### src/rtl/gm_ht_nled_pwm.sv
// N-digit multiplexed 7-segment scanner with blanking gap, global PWM brightness and frame strobe.
// Optional per-digit blinking is compiled in when the BLINK_EN macro is defined.
module gm_ht_nled_pwm #(
  parameter int N_DIG        = 12,
  parameter int SLOT_TICKS   = 8,
  parameter int BLANK_TICKS  = 1,
  parameter int BRIGHT_W     = 4,
  parameter int BLINK_FRAMES = 5
) (
  input  logic                 ckht,
  input  logic                 rst_n,
  input  logic                 ena1khz,
  input  logic [4*N_DIG-1:0]   digits,
  input  logic [N_DIG-1:0]     dp_in,
  input  logic [N_DIG-1:0]     ena_in,
  input  logic [BRIGHT_W-1:0]  brightness,
  input  logic [N_DIG-1:0]     blink,
  output logic [7:0]           sseg,
  output logic [N_DIG-1:0]     cathode,
  output logic                 frame_done
);

  localparam int IDX_W = $clog2(N_DIG);
  localparam int SC_W  = $clog2(SLOT_TICKS);
  localparam int BR_W  = $clog2(SLOT_TICKS + 1);
  localparam logic [31:0] BLANK_L  = 32'(BLANK_TICKS);
  localparam logic [31:0] ON_MAX_L = 32'(SLOT_TICKS - BLANK_TICKS);

  function automatic logic [6:0] hex7(input logic [3:0] n);
    case (n)
      4'h0:    hex7 = 7'h40;
      4'h1:    hex7 = 7'h79;
      4'h2:    hex7 = 7'h24;
      4'h3:    hex7 = 7'h30;
      4'h4:    hex7 = 7'h19;
      4'h5:    hex7 = 7'h12;
      4'h6:    hex7 = 7'h02;
      4'h7:    hex7 = 7'h78;
      4'h8:    hex7 = 7'h00;
      4'h9:    hex7 = 7'h10;
      4'hA:    hex7 = 7'h08;
      4'hB:    hex7 = 7'h03;
      4'hC:    hex7 = 7'h46;
      4'hD:    hex7 = 7'h21;
      4'hE:    hex7 = 7'h06;
      4'hF:    hex7 = 7'h0E;
      default: hex7 = 7'h7F;
    endcase
  endfunction

  logic [IDX_W-1:0] r_idx;
  logic [SC_W-1:0]  r_sc;
  logic [3:0]       r_nib;
  logic             r_dp;
  logic             r_ena;
  logic [BR_W-1:0]  r_bright;
  logic [7:0]       r_sseg;
  logic [N_DIG-1:0] r_cath;
  logic             r_frame_done;

  logic             w_slot_end;
  logic             w_frame_end;
  logic [IDX_W-1:0] w_idx_next;
  logic [BR_W-1:0]  w_bright_sat;
  logic             w_on;
  logic             w_dark;
  logic [7:0]       w_sseg;
  logic [N_DIG-1:0] w_cath;
  logic [N_DIG-1:0] w_one;

  assign w_one       = {{(N_DIG-1){1'b0}}, 1'b1};
  assign w_slot_end  = ena1khz && (r_sc == SC_W'(SLOT_TICKS - 1));
  assign w_frame_end = w_slot_end && (r_idx == IDX_W'(N_DIG - 1));
  assign w_idx_next  = (r_idx == IDX_W'(N_DIG - 1)) ? {IDX_W{1'b0}} : r_idx + IDX_W'(1);
  assign w_on        = (32'(r_sc) >= BLANK_L) && (32'(r_sc) < BLANK_L + 32'(r_bright));

`ifdef BLINK_EN
  localparam int FC_W = $clog2(BLINK_FRAMES + 1);
  logic [FC_W-1:0] r_frame_cnt;
  logic            r_phase;
  logic            r_blink_lat;

  assign w_dark = ~r_ena | (r_blink_lat & r_phase);

  // Blink phase toggles every BLINK_FRAMES frames; blink request sampled with digit data.
  always_ff @(posedge ckht) begin
    if (!rst_n) begin
      r_frame_cnt <= {FC_W{1'b0}};
      r_phase     <= 1'b0;
      r_blink_lat <= 1'b0;
    end else begin
      if (w_frame_end) begin
        if (r_frame_cnt == FC_W'(BLINK_FRAMES - 1)) begin
          r_frame_cnt <= {FC_W{1'b0}};
          r_phase     <= ~r_phase;
        end else begin
          r_frame_cnt <= r_frame_cnt + FC_W'(1);
        end
      end
      if (w_slot_end) begin
        r_blink_lat <= blink[w_idx_next];
      end
    end
  end
`else
  logic w_unused_blink;
  assign w_unused_blink = ^blink;
  assign w_dark         = ~r_ena;
`endif

  // Brightness saturates at the number of non-blanked ticks in a slot.
  always_comb begin
    w_bright_sat = BR_W'(ON_MAX_L);
    if (32'(brightness) > ON_MAX_L) begin
      w_bright_sat = BR_W'(ON_MAX_L);
    end else begin
      w_bright_sat = BR_W'(brightness);
    end
  end

  // Next segment/cathode pattern from the current slot phase and latched digit data.
  always_comb begin
    w_sseg = 8'hFF;
    w_cath = {N_DIG{1'b1}};
    if (w_on) begin
      w_cath = ~(w_one << r_idx);
      if (w_dark) begin
        w_sseg = 8'hFF;
      end else begin
        w_sseg = {~r_dp, hex7(r_nib)};
      end
    end else begin
      w_sseg = 8'hFF;
      w_cath = {N_DIG{1'b1}};
    end
  end

  // Scan counters, slot-start data latch, frame-start brightness latch and output registers.
  always_ff @(posedge ckht) begin
    if (!rst_n) begin
      r_idx        <= {IDX_W{1'b0}};
      r_sc         <= {SC_W{1'b0}};
      r_nib        <= 4'h0;
      r_dp         <= 1'b0;
      r_ena        <= 1'b0;
      r_bright     <= BR_W'(ON_MAX_L);
      r_sseg       <= 8'hFF;
      r_cath       <= {N_DIG{1'b1}};
      r_frame_done <= 1'b0;
    end else begin
      r_frame_done <= w_frame_end;
      if (ena1khz) begin
        if (w_slot_end) begin
          r_sc  <= {SC_W{1'b0}};
          r_idx <= w_idx_next;
          r_nib <= digits[{w_idx_next, 2'b00} +: 4];
          r_dp  <= dp_in[w_idx_next];
          r_ena <= ena_in[w_idx_next];
        end else begin
          r_sc <= r_sc + SC_W'(1);
        end
        if (w_frame_end) begin
          r_bright <= w_bright_sat;
        end
      end
      r_sseg <= w_sseg;
      r_cath <= w_cath;
    end
  end

  assign sseg       = r_sseg;
  assign cathode    = r_cath;
  assign frame_done = r_frame_done;

endmodule

### config.mk
export PLATFORM = sky130hd
export DESIGN_NAME = gm_ht_nled_pwm
export DESIGN_NICKNAME = d
export VERILOG_FILES = /design/src/rtl/gm_ht_nled_pwm.sv
export SDC_FILE = /design/constraint.sdc
export NUM_CORES = 1
export LEC_CHECK = 0
export CAP_MARGIN = 5
export CORE_ASPECT_RATIO = 0.6
export CORE_MARGIN = 2
export CORE_UTILIZATION = 46
export CTS_BUF_LIST = sky130_fd_sc_hd__clkbuf_4
export DETAILED_ROUTE_END_ITERATION = 10
export GPL_TIMING_DRIVEN = 0
export HOLD_SLACK_MARGIN = 0.05
export PLACE_DENSITY_LB_ADDON = 0.25
export SLEW_MARGIN = 20
export SYNTH_ARGS = -nofsm -noshare
export SYNTH_HDL_FRONTEND = slang
export SYNTH_SLANG_ARGS = --single-unit
### constraint.sdc
create_clock -name ckht -period 6.98 [get_ports ckht]
set_input_delay 1.396 -clock ckht [delete_from_list [all_inputs] [get_ports ckht]]
set_output_delay 1.396 -clock ckht [all_outputs]
set_load 0.1 [all_outputs]
Word-level counts from Yosys, hierarchy flattened. Memory sizes are Yosys's and may differ from the RTL's. A register that Yosys moved wholly into a read port is not among the register bits. Cells that the tools add are included.

Bits in registers: 38. Bits in latches: 0. Memory bits (writable): 0. ROM bits: 112. Bits of input ports: 91. Output and inout bits: 21. Logic and storage cells: 38. Memories kept: 1.

Memories: (name not given) (words 16, bits a word 7, read ports 1, clocked after Yosys merged registers in 1, write ports 0, RTL line 30) `case (n)`.

$add $sub $neg: 3. Multiply operators: 0. Div/mod/pow operators: 0. Order comparisons: 4. Equal/unequal tests: 2. Shift-type cells: 2. Mux-type cells: 7. Bitwise operators: 2. Reductions and logical operators: 8.

Operator list (number): variable part select 48 x 7 -> 4 bit (1); inverter 12 bit (1); << shifter 1 x 4 -> 12 bit, first input constant (1); binary-select mux 1 bit (select 4 bit) (2); 2-to-1 mux 4 bit (2); AND reduction 2 bit (3); adder 1 x 4 -> 5 bit, first input constant (1); < comparator 3 x 5 -> 1 bit (1); < comparator 4 x 5 -> 1 bit, second input constant (1); adder 4 x 1 -> 4 bit, second input constant (1); == test 4 bit, second input constant (1); > comparator 4 x 3 -> 1 bit, second input constant (1); adder 3 x 1 -> 3 bit, second input constant (1); == test 3 bit, second input constant (1); greater-or-equal comparator 3 x 1 -> 1 bit, second input constant (1); logical AND 1 bit (3); 2-to-1 mux 3 bit (1); AND reduction 3 bit (1); 2-to-1 mux 1 bit (2); zero test 1 bit (1); inverter 1 bit (1).

Logic depth before layout (Yosys ltp). Gate-level depths: netlist of run 1.

Depth in word-level cells: 5. Depth in mapped cells: 9. Depth with buffers taken out: 7.

Worst setup path before layout of run 1. Ideal clock, no wire load.

Path type: in2reg. Start point: input ena1khz. End point: register r_nib[2]. Library setup time: 0.060 ns. Arrival: 2.405 ns. Required time: 6.920 ns. Slack: 4.515 ns. Stages: 5. Path buffers: 1. Cell sequence: buf_2 nand3_1 a211oi_1 a32o_1 a221o_1.

Cells in the longest elaborated chain, start to end: 2.

Ends and longest elaborated chain: start, declared (RTL line 12) `input logic ena1khz,`; logical AND 1 bit (RTL line 72) `assign w_slot_end = ena1khz && (r_sc == SC_W'(SLOT_TICKS - 1));`; AND reduction 2 bit (no line) (*); end signal, assigned (RTL line 156) `r_nib <= digits[{w_idx_next, 2'b00} +: 4];`; end, declared (RTL line 53) `logic [3:0] r_nib;`.

Every way passes the cells marked *; elsewhere a longest branch is shown, timed or not. A chain may end at the register's enable or synchronous reset.

Final worst setup path of run 1.
Start point: register r_sseg[7] (netlist: sseg[7]). End point: output sseg[7].

RTL lines: start, declared (RTL line 57) `logic [7:0] r_sseg;`; start signal, assigned (RTL line 166) `r_sseg <= w_sseg;`; end, declared (RTL line 18) `output logic [7:0] sseg,`.

No word-level cell between the ends.

==> summary.md, run 1 <==
| Metric | Value |
|---|---|
| Synth warn | 0 |
| Cell count after synthesis | around 250 |
| Core area | around 5000 sq um |
| Grt total ovfl | 0 |
| Maxcap violations | 0 |
| CTS buffer count | 5 |
| Crit-path cells | clkdlybuf4s50_1 |
| Worst setup EP type | output port |
| CTS clk-pin slew, worst paths | roughly 0.12 ns |
| Top FF cell, synth | dfxtp_1 |
| DRC viols | 0 |
| Root buf cell | clkbuf_4 |
| Die Y | roughly 60 um |
| TNS Setup | 0 ns |
| Synthesized cell area | roughly 2400 sq um |
| Layout overhead on the synthesized area | 49.1% |
| RSZ-0062 raised after global routing | no |
| Final period util | 0.464 |
| FILL cells | just under 400 |
| Multi-input gate area | approximately 1500 sq um |
| # clock sinks | 38 |
| Via/cell ratio | 5.63 |
| I/O pin count | about 110 |
| Area share of the largest cell type after synthesis | 0.318 |
| Max VDD drop | about 0.087 mV |
| Post-CTS setup buffers | 0 |
| Worst-Margin Slew | slightly below 1 ns |
| WL per Instance | about 16 um |
| Min-delay worst type | flop to flop |
| Number of global-route vias before repair | approximately 2200 |
| Initial antenna violation count | 0 |
| Yosys reg bits | 38 |
| Synth async-reset ratio | 0 |
| Initial Util | 0.476 |
| Worst Skew | around 0.011 ns |
| CTS hold repair buffers | 0 |
| Highest clock rate | a little over 0.3 GHz |
| PostCTS Resize Cnt | 0 |
| Avg Cell Area, Syn | approximately 9.7 sq um |
| Drt pass-1 iters | 4 |
| CP top delay family | buffers and inverters |
| Buffer and inverter count on the worst path | 1 |
| Routed Antenna Nets | 0 |
| Mapped Nets | ~360 |
| Via count | 2358 |
| Layout Nets | 461 |
| First-pass GRT wire length | between 10000 and 15000 um |
| Std cell rows | 20 |
| Tmin final | ~3.2 ns |
| Ant diodes | 0 |
| Reg area | between 700 and 800 sq um |
| Synth cell types | 40 |
| Final setup vio count | 0 |
| Final wirelength | approximately 6500 um |
| Share of layout cells above drive strength 1 | 0.0822 |
| Commonest cells post-synth | dfxtp_1, ha_1, o21ai_0, nand3_1, nand4_1 |
| DR iter-0 viols | 232 |
| Seq/Total Area, Yosys | 0.318 |
| H-tree Lvls | 2 |
| Die X | about 97 um |
| Clock tree buffer depth | 2 |
| Data arrival time of the critical path | approximately 1.8 ns |
| Status | completed |
| Worst Setup Slack, final | 3.74 ns |
| EDFF count, synth | 0 |
| Pre-CTS WS | roughly 3.6 ns |
| Ranking of synthesized cells by area | dfxtp_1, ha_1, mux4_2 |
| Cell Pwr Density | 135 nW/um^2 |
| Slowest CP cell | clkdlybuf4s50_1 |
| Top-count cell post-synth | dfxtp_1 |
| Critical path peak fanout | 1 |
| Fin. Hold Viols | 0 |
| CTS tree | yes |
| Worst path required time | 5.58 ns |
| Fin. max-slew vios | 0 |
| Clk_lat worst skew | around 0.36 ns |
| Largest net degree at the start of global routing | 13 |
| GRT Total Usage | 0.231 |
| Largest stage delay on the critical path | roughly 1.1 ns |
| Startpoint Class | flop |
| Setup CP Type | flop to output port |
| Slew Limit Headroom | 0.346 |
| Synth area leader | dfxtp_1 |
| DP HPWL | roughly 5200 um |
| Port Buffers | 99 |
| Routability cong. | just under 0.9 |
| Die footprint | between 5000 and 6000 sq um |
| Leakage | between 1 and 1.5 nW |
## stage by stage
step / cells / utilization / total power, mW / hold WS (ns) / area, sq um
2_1_floorplan: 246 / - / 0.250 / 0.386 / 2390
3_3_place_gp: 411 / 0.689 / 0.298 / 0.424 / 3470
3_5_place_dp: 411 / 0.689 / 0.300 / 0.434 / 3470
4_1_cts: 419 / 0.709 / 0.485 / 0.462 / 3570
5_1_grt: 419 / 0.709 / 0.502 / 0.470 / 3570
6_report: 419 / 0.709 / 0.483 / 0.462 / 3570
## worst paths after layout
check / depth (start not counted) / endpoint / slack (ns) / start
worst max-delay path: 1 / sseg[7] / 3.74 / sseg[7]
worst min-delay path: 1 / sseg[7] / 0.46 / r_dp
worst max register to register: 9 / r_nib[1] / 4.19 / r_idx[0]
worst min register to register: 1 / sseg[7] / 0.46 / r_dp
## where the power goes
group	leakage [nW]	switching [mW]	internal, mW	total, mW
clock	0.0528	0.0778	0.110	0.188
combinational	0.964	0.0241	0.0506	0.0747
sequential	0.308	0.00187	0.219	0.221
## routing by layer
| layer | global-route usage | part of all wire | wire length, um | vias up |
|---|---|---|---|---|
| met5 | 0 | 0 | 0 | - |
| met4 | 0.0664 | 0.011 | 75 | 0 |
| met3 | 0.0538 | 0.078 | 511 | 9 |
| met2 | 0.366 | 0.44 | 2910 | 103 |
| met1 | 0.322 | 0.47 | 3040 | 1097 |
| li1 | - | - | - | 1149 |
## cells by family after synthesis
group	count (synthesis)	synth area share
AO/OA/AOI/OAI	54	0.156
XOR/XNOR	1	0.00366
adder cells (fa/ha/maj)	18	0.0941
buffers and inverters	30	0.0607
flip-flops	38	0.318
multiplexers	25	0.174
AND/OR/NAND/NOR	80	0.194
## final cells by class
type,instances,area share
flip-flops and latches,38,0.213
clock buffers,5,0.0105
plain buffers,20,0.0302
clock inverters,3,0.0179
inverters,10,0.0105
repair buffers,99,0.278
well taps,66,0.0231
multi-input cells,178,0.417
## cells in the final DEF (no fill, tap or decap), types with 9 or more instances in the layout
cell / instances
mux2i_1: 13
inv_1: 10
nand4_1: 14
o21ai_0: 17
clkdlybuf4s50_1: 99
ha_1: 18
nand2_1: 11
dfxtp_1: 38
a21oi_1: 9
nand3_1: 15
## registers in the layout (all words and copies together), names as in the netlist
name / count
sseg: 8
r_sc: 3
cathode: 12
r_dp: 1
r_bright: 4
r_nib: 4
frame_done: 1
r_idx: 4
r_ena: 1
Note: power is estimated with default switching activity, not from simulation.
==> inputs of run 2 (changes only) <==
--- a/config.mk
+++ b/config.mk
@@ -8,7 +8,7 @@
 export CAP_MARGIN = 5
 export CORE_ASPECT_RATIO = 0.6
 export CORE_MARGIN = 2
-export CORE_UTILIZATION = 46
+export CORE_UTILIZATION = 43
 export CTS_BUF_LIST = sky130_fd_sc_hd__clkbuf_4
 export DETAILED_ROUTE_END_ITERATION = 10
 export GPL_TIMING_DRIVEN = 0
==> constraint.sdc (replaced) <==
create_clock -name ckht -period 3.4 [get_ports ckht]
set_input_delay 0.68 -clock ckht [delete_from_list [all_inputs] [get_ports ckht]]
set_output_delay 0.68 -clock ckht [all_outputs]
set_load 0.1 [all_outputs]
==> summary.md, run 2 (synthesized netlist as in run 1, its figures left out) <==
| Metric | Value |
|---|---|
| WL per Instance | 15.7 um |
| Buffer and inverter count on the worst path | 4 |
| Core area | about 5200 sq um |
| Fin util | 0.686 |
| RSZ-0062 raised after global routing | no |
| Maxcap violations | 0 |
| Tmin final | ~2.9 ns |
| Final cell count without fillers | between 400 and 500 |
| NetSw | approximately 0.21 mW |
| CTS hold repair buffers | 0 |
| Cell Pwr Density | 279 nW/um^2 |
| Fin. Hold Viols | 0 |
| Reg power frac | 0.455 |
| Ant diodes | 0 |
| CP top delay family | buffers and inverters |
| Port Buffers | between 90 and 100 |
| Initial antenna violation count | 0 |
| Die footprint | 6200 sq um |
| R2R Setup Slk | 0.49 ns |
| Clk_lat worst skew | ~0.35 ns |
| Worst setup EP type | flop |
| CTS buffer count | 5 |
| GRT Total Usage | 0.223 |
| PostCTS Resize Cnt | 0 |
| Final setup vio count | 0 |
| Crit-path cells | buf_2 > inv_1 > ha_1 > buf_4 > buf_2 > mux2i_1 > o21ai_0 > a32o_1 > a221o_1 |
| Drt pass-1 iters | 4 |
| TNS Setup | 0 ns |
| Max VDD drop | about 0.18 mV |
| Final wirelength | about 6600 um |
| Die Y | 61.8 um |
| DR iter-0 viols | ~150 |
| Layout overhead on the synthesized area | 49.3% |
| Highest clock rate | approximately 0.34 GHz |
| Worst path required time | about 3.7 ns |
| Placed cell count | between 400 and 500 |
| Data arrival time of the critical path | 3.16 ns |
| Post-CTS setup buffers | 0 |
| Leakage | about 1.3 nW |
| DP Area | approximately 3500 sq um |
| Internal power | between 0.7 and 0.8 mW |
| Power, Total | approximately 1.0 mW |
| Layout Nets | 461 |
| Grt total ovfl | 0 |
| CTS tree | yes |
| Slowest CP cell | dfxtp_1 |
| WHS Endpoint | sseg[7] |
| Most frequent CP cell | buf_2 |
| Fin. max-slew vios | 0 |
| Largest net degree at the start of global routing | 14 |
| Number of global-route vias before repair | between 2000 and 2500 |
| Routability cong. | approximately 0.84 |
| Combinational share of power | 0.152 |
| Reg2Reg Depth | 9 |
| Hold depth | 1 |
| Post-route cell area | 3570 sq um |
| Routed Antenna Nets | 0 |
| Initial Util | 0.460 |
| Die X | 100 um |
| FF-to-FF End | r_ena |
| Min-delay worst type | flop to flop |
| Largest stage delay on the critical path | roughly 0.52 ns |
| DRC viols | 0 |
| Worst-Margin Slew | 0.975 ns |
| Root buf cell | clkbuf_4 |
| DP HPWL | between 5000 and 6000 um |
| Via/cell ratio | 5.62 |
| CTS clk-pin slew, worst paths | ~0.13 ns |
| Via count | ~2400 |
| FF-to-FF Start | r_idx[0] |
| Setup CP Type | flop to flop |
| H-tree Lvls | 2 |
| Worst Skew | 0.0146 ns |
| Most frequent cells in the layout | clkdlybuf4s50_1, dfxtp_1, ha_1 |
| Max FFs per register | 12 |
| Sw Share | 0.215 |
| Std cell rows | 20 |
| Share of layout cells above drive strength 1 | 0.0850 |
| # clock sinks | 38 |
| I/O pin count | ~110 |
| Slew Limit Headroom | 0.348 |
| Startpoint Class | flop |
| Most common cell after layout, fill and taps aside | clkdlybuf4s50_1 |
| First-pass GRT wire length | 10600 um |
| HP Start | r_dp |
| Final period util | 0.857 |
| Critical path peak fanout | 10 |
| Status | completed |
| Clock Power Share | 0.393 |
| Clock tree buffer depth | 2 |
==> run 2: cell count changes in the layout (fill, tap and decap cells not counted) <==
| cell | delta |
|---|---|
| clkinv_4 | +1 |
| clkinv_1 | -1 |
==> run 2: power groups by stage <==
stage                     Sequential [mW]  Combinational (mW)  Clock [mW]
after floorplan                     0.472              0.0401           0
after global placement              0.463               0.149           0
after detailed placement            0.464               0.152           0
after CTS                           0.454               0.153       0.397
after global routing                0.455               0.162       0.418
final                               0.454               0.152       0.392
==> run 2: worst reg2reg max path: stages (launching register included) <==
cell and delay [ns]:
dfxtp_1 0.52, buf_2 0.28, inv_1 0.18, ha_1 0.38, buf_4 0.20, buf_2 0.31, mux2i_1 0.29, o21ai_0 0.12
a32o_1 0.28, a221o_1 0.26
==> run 2: routing by layer <==
metal | vias to the layer above | wire length (um) | GRT usage
met5 | - | 0 | 0
met4 | 0 | 46 | 0.0626
met3 | 4 | 511 | 0.0537
met2 | 107 | 3030 | 0.368
met1 | 1100 | 3000 | 0.300
li1 | 1143 | - | -
==> run 2: through the flow <==
step,setup WS (ns),hold slack [ns]
detailed placement,0.536,0.443
CTS,0.506,0.467
global placement,0.567,0.429
global route,0.339,0.477
finish,0.486,0.475
floorplan,1.08,0.386
==> run 2: how the worst max path moves through the flow <==
stage | start | to | slack (ns) | depth (start not counted)
4_1_cts | r_idx[0] | r_ena | 0.51 | 9
3_5_place_dp | r_idx[0] | r_ena | 0.54 | 9
5_1_grt | r_idx[0] | r_ena | 0.34 | 9
2_1_floorplan | r_idx[0] | r_nib[2] | 1.08 | 7
6_report | r_idx[0] | r_ena | 0.49 | 9
3_3_place_gp | r_idx[0] | r_ena | 0.57 | 9
==> run 2: cell type report <==
class	count	area, sq um
inverters	10	37.5
clock buffers	5	37.5
repair buffers	99	991
fillers	408	1630
flip-flops and latches	38	761
clock inverters	3	68.8
well taps	66	82.6
multi-input cells	178	1490
plain buffers	20	108
==> edit 1, RTL diff (settings of run 1) <==
Put one more register stage on the output `sseg`, cleared by the reset. The value now appears one clock later. The other outputs are not delayed to match.
--- a/src/rtl/gm_ht_nled_pwm.sv
+++ b/src/rtl/gm_ht_nled_pwm.sv
@@ -168,7 +168,13 @@
     end
   end
 
-  assign sseg       = r_sseg;
+  always_ff @(posedge ckht) begin
+    if (!rst_n) begin
+      sseg <= '0;
+    end else begin
+      sseg <= r_sseg;
+    end
+  end
   assign cathode    = r_cath;
   assign frame_done = r_frame_done;
 
Function: changed (Yosys sat finds a counterexample within 4 cycles, from zero or initial values and one cycle with rst_n low).
==> edit 1 against run 1 <==
Area after synthesis increased by 1.3%. Count of clock-buffer cells in the layout stayed put. Critical path depth is 4 higher. Die area up 1.2%. Sequential cell count increased by 8. Largest power group unchanged. First-iteration DRC count shrank 72%. Wire length fell by 7.9%. Via count is 9.9% lower. Cell area fell by 0.11%. Sequential share of layout area rose by 4.5 points. Global-route usage decreased by 2.2 points. Clock power down 30%. Power grew 2.3%. Worst setup slack got worse by 0.11 ns.
==> edit 1: results (changes against run 1) <==
<table>
<tr><th>Metric</th><th>Value</th></tr>
<tr><th colspan="2">Outcome</th></tr>
<tr><td>Outcome</td><td>completed</td></tr>
<tr><th colspan="2">Power</th></tr>
<tr><td>Clock network power share</td><td>26.7% (-12 points)</td></tr>
<tr><td>Total net switching power</td><td>132.9 uW (+28%)</td></tr>
<tr><td>Static leakage</td><td>0.001303 uW (-1.6%)</td></tr>
<tr><td>Worst ir drop on vdd</td><td>85.37 uV (-1.5%)</td></tr>
<tr><td>Part of the total power dissipated in sequential elements</td><td>54.4% (+8.8 points)</td></tr>
<tr><th colspan="2">Final layout</th></tr>
<tr><td>Fraction of final layout cells with drive strength greater than 1</td><td>7.385% (-0.83 points)</td></tr>
<tr><td>Number of inserted filler cells in the final layout</td><td>385 (-2.5%)</td></tr>
<tr><th colspan="2">Synthesis</th></tr>
<tr><td>Top cell types by occurrence after synthesis</td><td>sky130_fd_sc_hd__dfxtp_1, sky130_fd_sc_hd__ha_1, sky130_fd_sc_hd__nand2_1, sky130_fd_sc_hd__nand3_1</td></tr>
<tr><td>Net count after synthesis</td><td>327 (-7.9%)</td></tr>
<tr><td>Biggest area contributors in the synthesized netlist</td><td>sky130_fd_sc_hd__dfxtp_1, sky130_fd_sc_hd__mux4_1, sky130_fd_sc_hd__ha_1</td></tr>
<tr><td>Count of cell types in the netlist</td><td>44 (+10%)</td></tr>
<tr><td>Sequential share of the synthesized area</td><td>38.02% (+6.2 points)</td></tr>
<tr><th colspan="2">Route</th></tr>
<tr><td>Met2 layer wire length in the routed design</td><td>2719 um (-6.5%)</td></tr>
<tr><td>1st-iter DRT viols</td><td>65 (-72%)</td></tr>
<tr><td>Detailed-route via count</td><td>2124 (-9.9%)</td></tr>
<tr><td>Metal1 wirelength</td><td>2703 um (-11%)</td></tr>
<tr><th colspan="2">Placed design</th></tr>
<tr><td>Placed standard-cell area</td><td>3496 um^2 (+0.87%)</td></tr>
<tr><td>DP Wirelength</td><td>4909 um (-5.7%)</td></tr>
<tr><th colspan="2">Global route</th></tr>
<tr><td>Number of global-route vias before repair</td><td>2071 (-6.8%)</td></tr>
<tr><td>M3 GR Usage</td><td>6.550% (+1.2 points)</td></tr>
<tr><td>Wire length of the first global-routing pass</td><td>9577 um (-8.5%)</td></tr>
<tr><td>Overall fraction of global-route tracks in use</td><td>20.93% (-2.2 points)</td></tr>
<tr><th colspan="2">Worst setup path</th></tr>
<tr><td>Worst setup startpoint</td><td>rst_n</td></tr>
<tr><td>Worst path max stage delay</td><td>0.74 ns (-0.39 ns)</td></tr>
<tr><th colspan="2">STA</th></tr>
<tr><td>Final worst clock skew</td><td>0.008600 ns (-0.002799 ns)</td></tr>
</table>
edit 1: cell type report:
type                            instances  area (um^2)  area share, %
Sequential cell                        46        920.9          25.84
Multi-Input combinational cell        149         1405          39.43
Clock inverter                          3        23.77         0.6671
Tap cell                               66        82.58          2.317
Clock buffer                            5        37.54          1.053
Buffer                                 11        57.56          1.615
Inverter                               12        45.04          1.264
Timing Repair Buffer                   99        991.0          27.81
edit 1: per-stage QoR:
step           utilization, %  hold slack (ns)  setup WS [ns]
6_report                70.15           0.4267          3.632
5_1_grt                 70.15           0.4414          3.506
4_1_cts                 70.02           0.4238          3.702
3_5_place_dp            68.82           0.3909          3.305
3_3_place_gp            68.82           0.3904          3.307
2_1_floorplan               -           0.3582          4.332
edit 1: path summary, 6_finish.rpt:
check / to / slack (ns) / cells past startpoint
worst max register to register: r_nib[3] / 4.39 / 6
worst max-delay path: r_sseg[6] / 3.63 / 5
worst min-delay path: r_sseg[7] / 0.43 / 1
worst min register to register: r_sseg[7] / 0.43 / 1
edit 1: cells by family after synthesis:
| group | synth area share, % |
|---|---|
| XOR/XNOR | 0.7233 |
| AND/OR/NAND/NOR | 15.76 |
| buffers and inverters | 4.235 |
| flip-flops | 38.02 |
| multiplexers | 18.59 |
| adder cells (fa/ha/maj) | 9.298 |
| AO/OA/AOI/OAI | 13.38 |
edit 1: worst reg2reg max path, cell delays in order (launching register included):
cell and delay [ns]:
sky130_fd_sc_hd__dfxtp_1 0.50, sky130_fd_sc_hd__inv_1 0.11, sky130_fd_sc_hd__ha_1 0.28, sky130_fd_sc_hd__buf_2 0.27
sky130_fd_sc_hd__buf_2 0.37, sky130_fd_sc_hd__mux4_1 0.61, sky130_fd_sc_hd__a221o_1 0.35
==> edit 2, RTL diff (settings of run 1) <==
Made on the original files. The parameter `BRIGHT_W` goes from 4 to 6.
--- a/src/rtl/gm_ht_nled_pwm.sv
+++ b/src/rtl/gm_ht_nled_pwm.sv
@@ -4,7 +4,7 @@
   parameter int N_DIG        = 12,
   parameter int SLOT_TICKS   = 8,
   parameter int BLANK_TICKS  = 1,
-  parameter int BRIGHT_W     = 4,
+  parameter int BRIGHT_W     = 6,
   parameter int BLINK_FRAMES = 5
 ) (
   input  logic                 ckht,
Ports: changed (resized brightness); port bits go from 112 to 114. The function was not compared with the original's and may differ.
==> edit 2 against run 1 <==
Core utilization rose by 0.31 points. Highest routed layer unchanged. Clock skew down 0.0068 ns. Clock power increased by 3%. Power grew 1.1%. Sequential cell count stayed put. Sequential share of layout area fell by 0.30 points. Worst hold slack worse by 0.060 ns. Wire length increased by 12%. Cell area grew 1.4%. Critical endpoint is now cathode[10]. Critical path type unchanged. Area after synthesis up 1.5%. Worst setup slack better by 0.0018 ns.
==> edit 2: results (changes against run 1) <==
<table>
<tr><th>Metric</th><th>Value</th></tr>
<tr><th colspan="2">Global route</th></tr>
<tr><td>Initial antenna violation count</td><td>0 (unchanged)</td></tr>
<tr><td>Wire length of the first global-routing pass</td><td>11630 um (+11%)</td></tr>
<tr><td>Overall fraction of global-route tracks in use</td><td>25.82% (+2.7 points)</td></tr>
<tr><td>Largest net degree at the start of global routing</td><td>14 (+1)</td></tr>
<tr><td>Number of global-route vias before repair</td><td>2309 (+3.9%)</td></tr>
<tr><th colspan="2">Route</th></tr>
<tr><td>Met2 layer wire length in the routed design</td><td>3106 um (+6.8%)</td></tr>
<tr><td>Number of detailed-route iterations in the first pass</td><td>5 (+1)</td></tr>
<tr><td>Number of vias per cell</td><td>5.804 (+3.1%)</td></tr>
<tr><td>Met3 routed wirelength</td><td>985 um (+93%)</td></tr>
<tr><td>Metal1 wirelength</td><td>3153 um (+3.6%)</td></tr>
<tr><td>1st-iter DRT viols</td><td>309 (+33%)</td></tr>
<tr><th colspan="2">Placed design</th></tr>
<tr><td>Routability Congestion</td><td>0.8652 (-2.5%)</td></tr>
<tr><td>DP Wirelength</td><td>5809 um (+12%)</td></tr>
<tr><td>Count of port buffers added during placement</td><td>100 (+1.0%)</td></tr>
<tr><td>Placed cell count</td><td>425 (+3.4%)</td></tr>
<tr><th colspan="2">Synthesis</th></tr>
<tr><td>Biggest area contributors in the synthesized netlist</td><td>sky130_fd_sc_hd__dfxtp_1, sky130_fd_sc_hd__mux4_2, sky130_fd_sc_hd__ha_1</td></tr>
<tr><td>Count of cell types in the netlist</td><td>48 (+20%)</td></tr>
<tr><td>Top cell types by occurrence after synthesis</td><td>sky130_fd_sc_hd__dfxtp_1, sky130_fd_sc_hd__nand3_1, sky130_fd_sc_hd__ha_1, sky130_fd_sc_hd__nand2_1</td></tr>
<tr><td>Sequential share of the synthesized area</td><td>31.32% (-0.48 points)</td></tr>
<tr><td>Net count after synthesis</td><td>370 (+4.2%)</td></tr>
<tr><td>Synth Area per Inst</td><td>9.377 um^2 (-3.6%)</td></tr>
<tr><th colspan="2">Final layout</th></tr>
<tr><td>Number of inserted filler cells in the final layout</td><td>392 (-0.76%)</td></tr>
<tr><td>Fraction of final layout cells with drive strength greater than 1</td><td>10.63% (+2.4 points)</td></tr>
<tr><td>Number of nets in the finished design</td><td>477 (+3.5%)</td></tr>
<tr><th colspan="2">STA</th></tr>
<tr><td>Actual slew at the worst max-slew pin</td><td>0.9743 ns (-0.003835 ns)</td></tr>
<tr><td>Final worst clock skew</td><td>0.004556 ns (-0.006843 ns)</td></tr>
<tr><th colspan="2">Outcome</th></tr>
<tr><td>Outcome</td><td>completed</td></tr>
<tr><th colspan="2">Power</th></tr>
<tr><td>Static leakage</td><td>0.001374 uW (+3.7%)</td></tr>
</table>
==> edit 2: final timing paths <==
path / from / endpoint / slack [ns] / cells past startpoint
worst min-delay path: r_dp / sseg[7] / 0.40 / 1
worst max-delay path: cathode[10] / cathode[10] / 3.74 / 1
worst max register to register: r_idx[0] / r_nib[3] / 4.54 / 8
worst min register to register: r_dp / sseg[7] / 0.40 / 1
==> edit 2: layout make-up <==
| cell class | instances | area share, % |
|---|---|---|
| clock buffers | 5 | 1.037 |
| inverters | 9 | 0.9336 |
| multi-input cells | 194 | 42.46 |
| well taps | 66 | 2.282 |
| repair buffers | 100 | 27.66 |
| plain buffers | 18 | 2.697 |
| flip-flops and latches | 38 | 21.02 |
| clock inverters | 3 | 1.902 |
==> edit 2: through the flow <==
step | power [uW] | cell area (um^2) | worst slack (ns) | hold WS (ns)
final | 488.4 | 3618 | 3.744 | 0.4025
after global routing | 507.1 | 3618 | 3.695 | 0.4327
after detailed placement | 300.3 | 3512 | 3.571 | 0.3754
after floorplan | 249.1 | 2429 | 4.525 | 0.3582
after global placement | 298.4 | 3512 | 3.564 | 0.3754
after CTS | 489.5 | 3618 | 3.734 | 0.4045
==> edit 2: metal layers <==
| metal | up-vias | GRT usage, % |
|---|---|---|
| met1 | 1136 | 35.02 |
| met3 | 10 | 8.304 |
| met4 | 0 | 7.143 |
| li1 | 1177 | - |
| met5 | - | 0 |
| met2 | 190 | 40.10 |
==> edit 2: cells by family after synthesis <==
family                   Yosys count  share of synthesized area (%)
adder cells (fa/ha/maj)           18                          9.274
buffers and inverters             27                          5.409
flip-flops                        38                          31.32
AO/OA/AOI/OAI                     63                          17.52
AND/OR/NAND/NOR                   90                          20.66
XOR/XNOR                           1                         0.3607
multiplexers                      22                          15.46
==> edit 2: power breakdown <==
part           internal, uW  total, uW  switching (uW)
Clock                   112        193            80.6
Sequential              219        220            1.85
Combinational          51.2       75.5            24.2
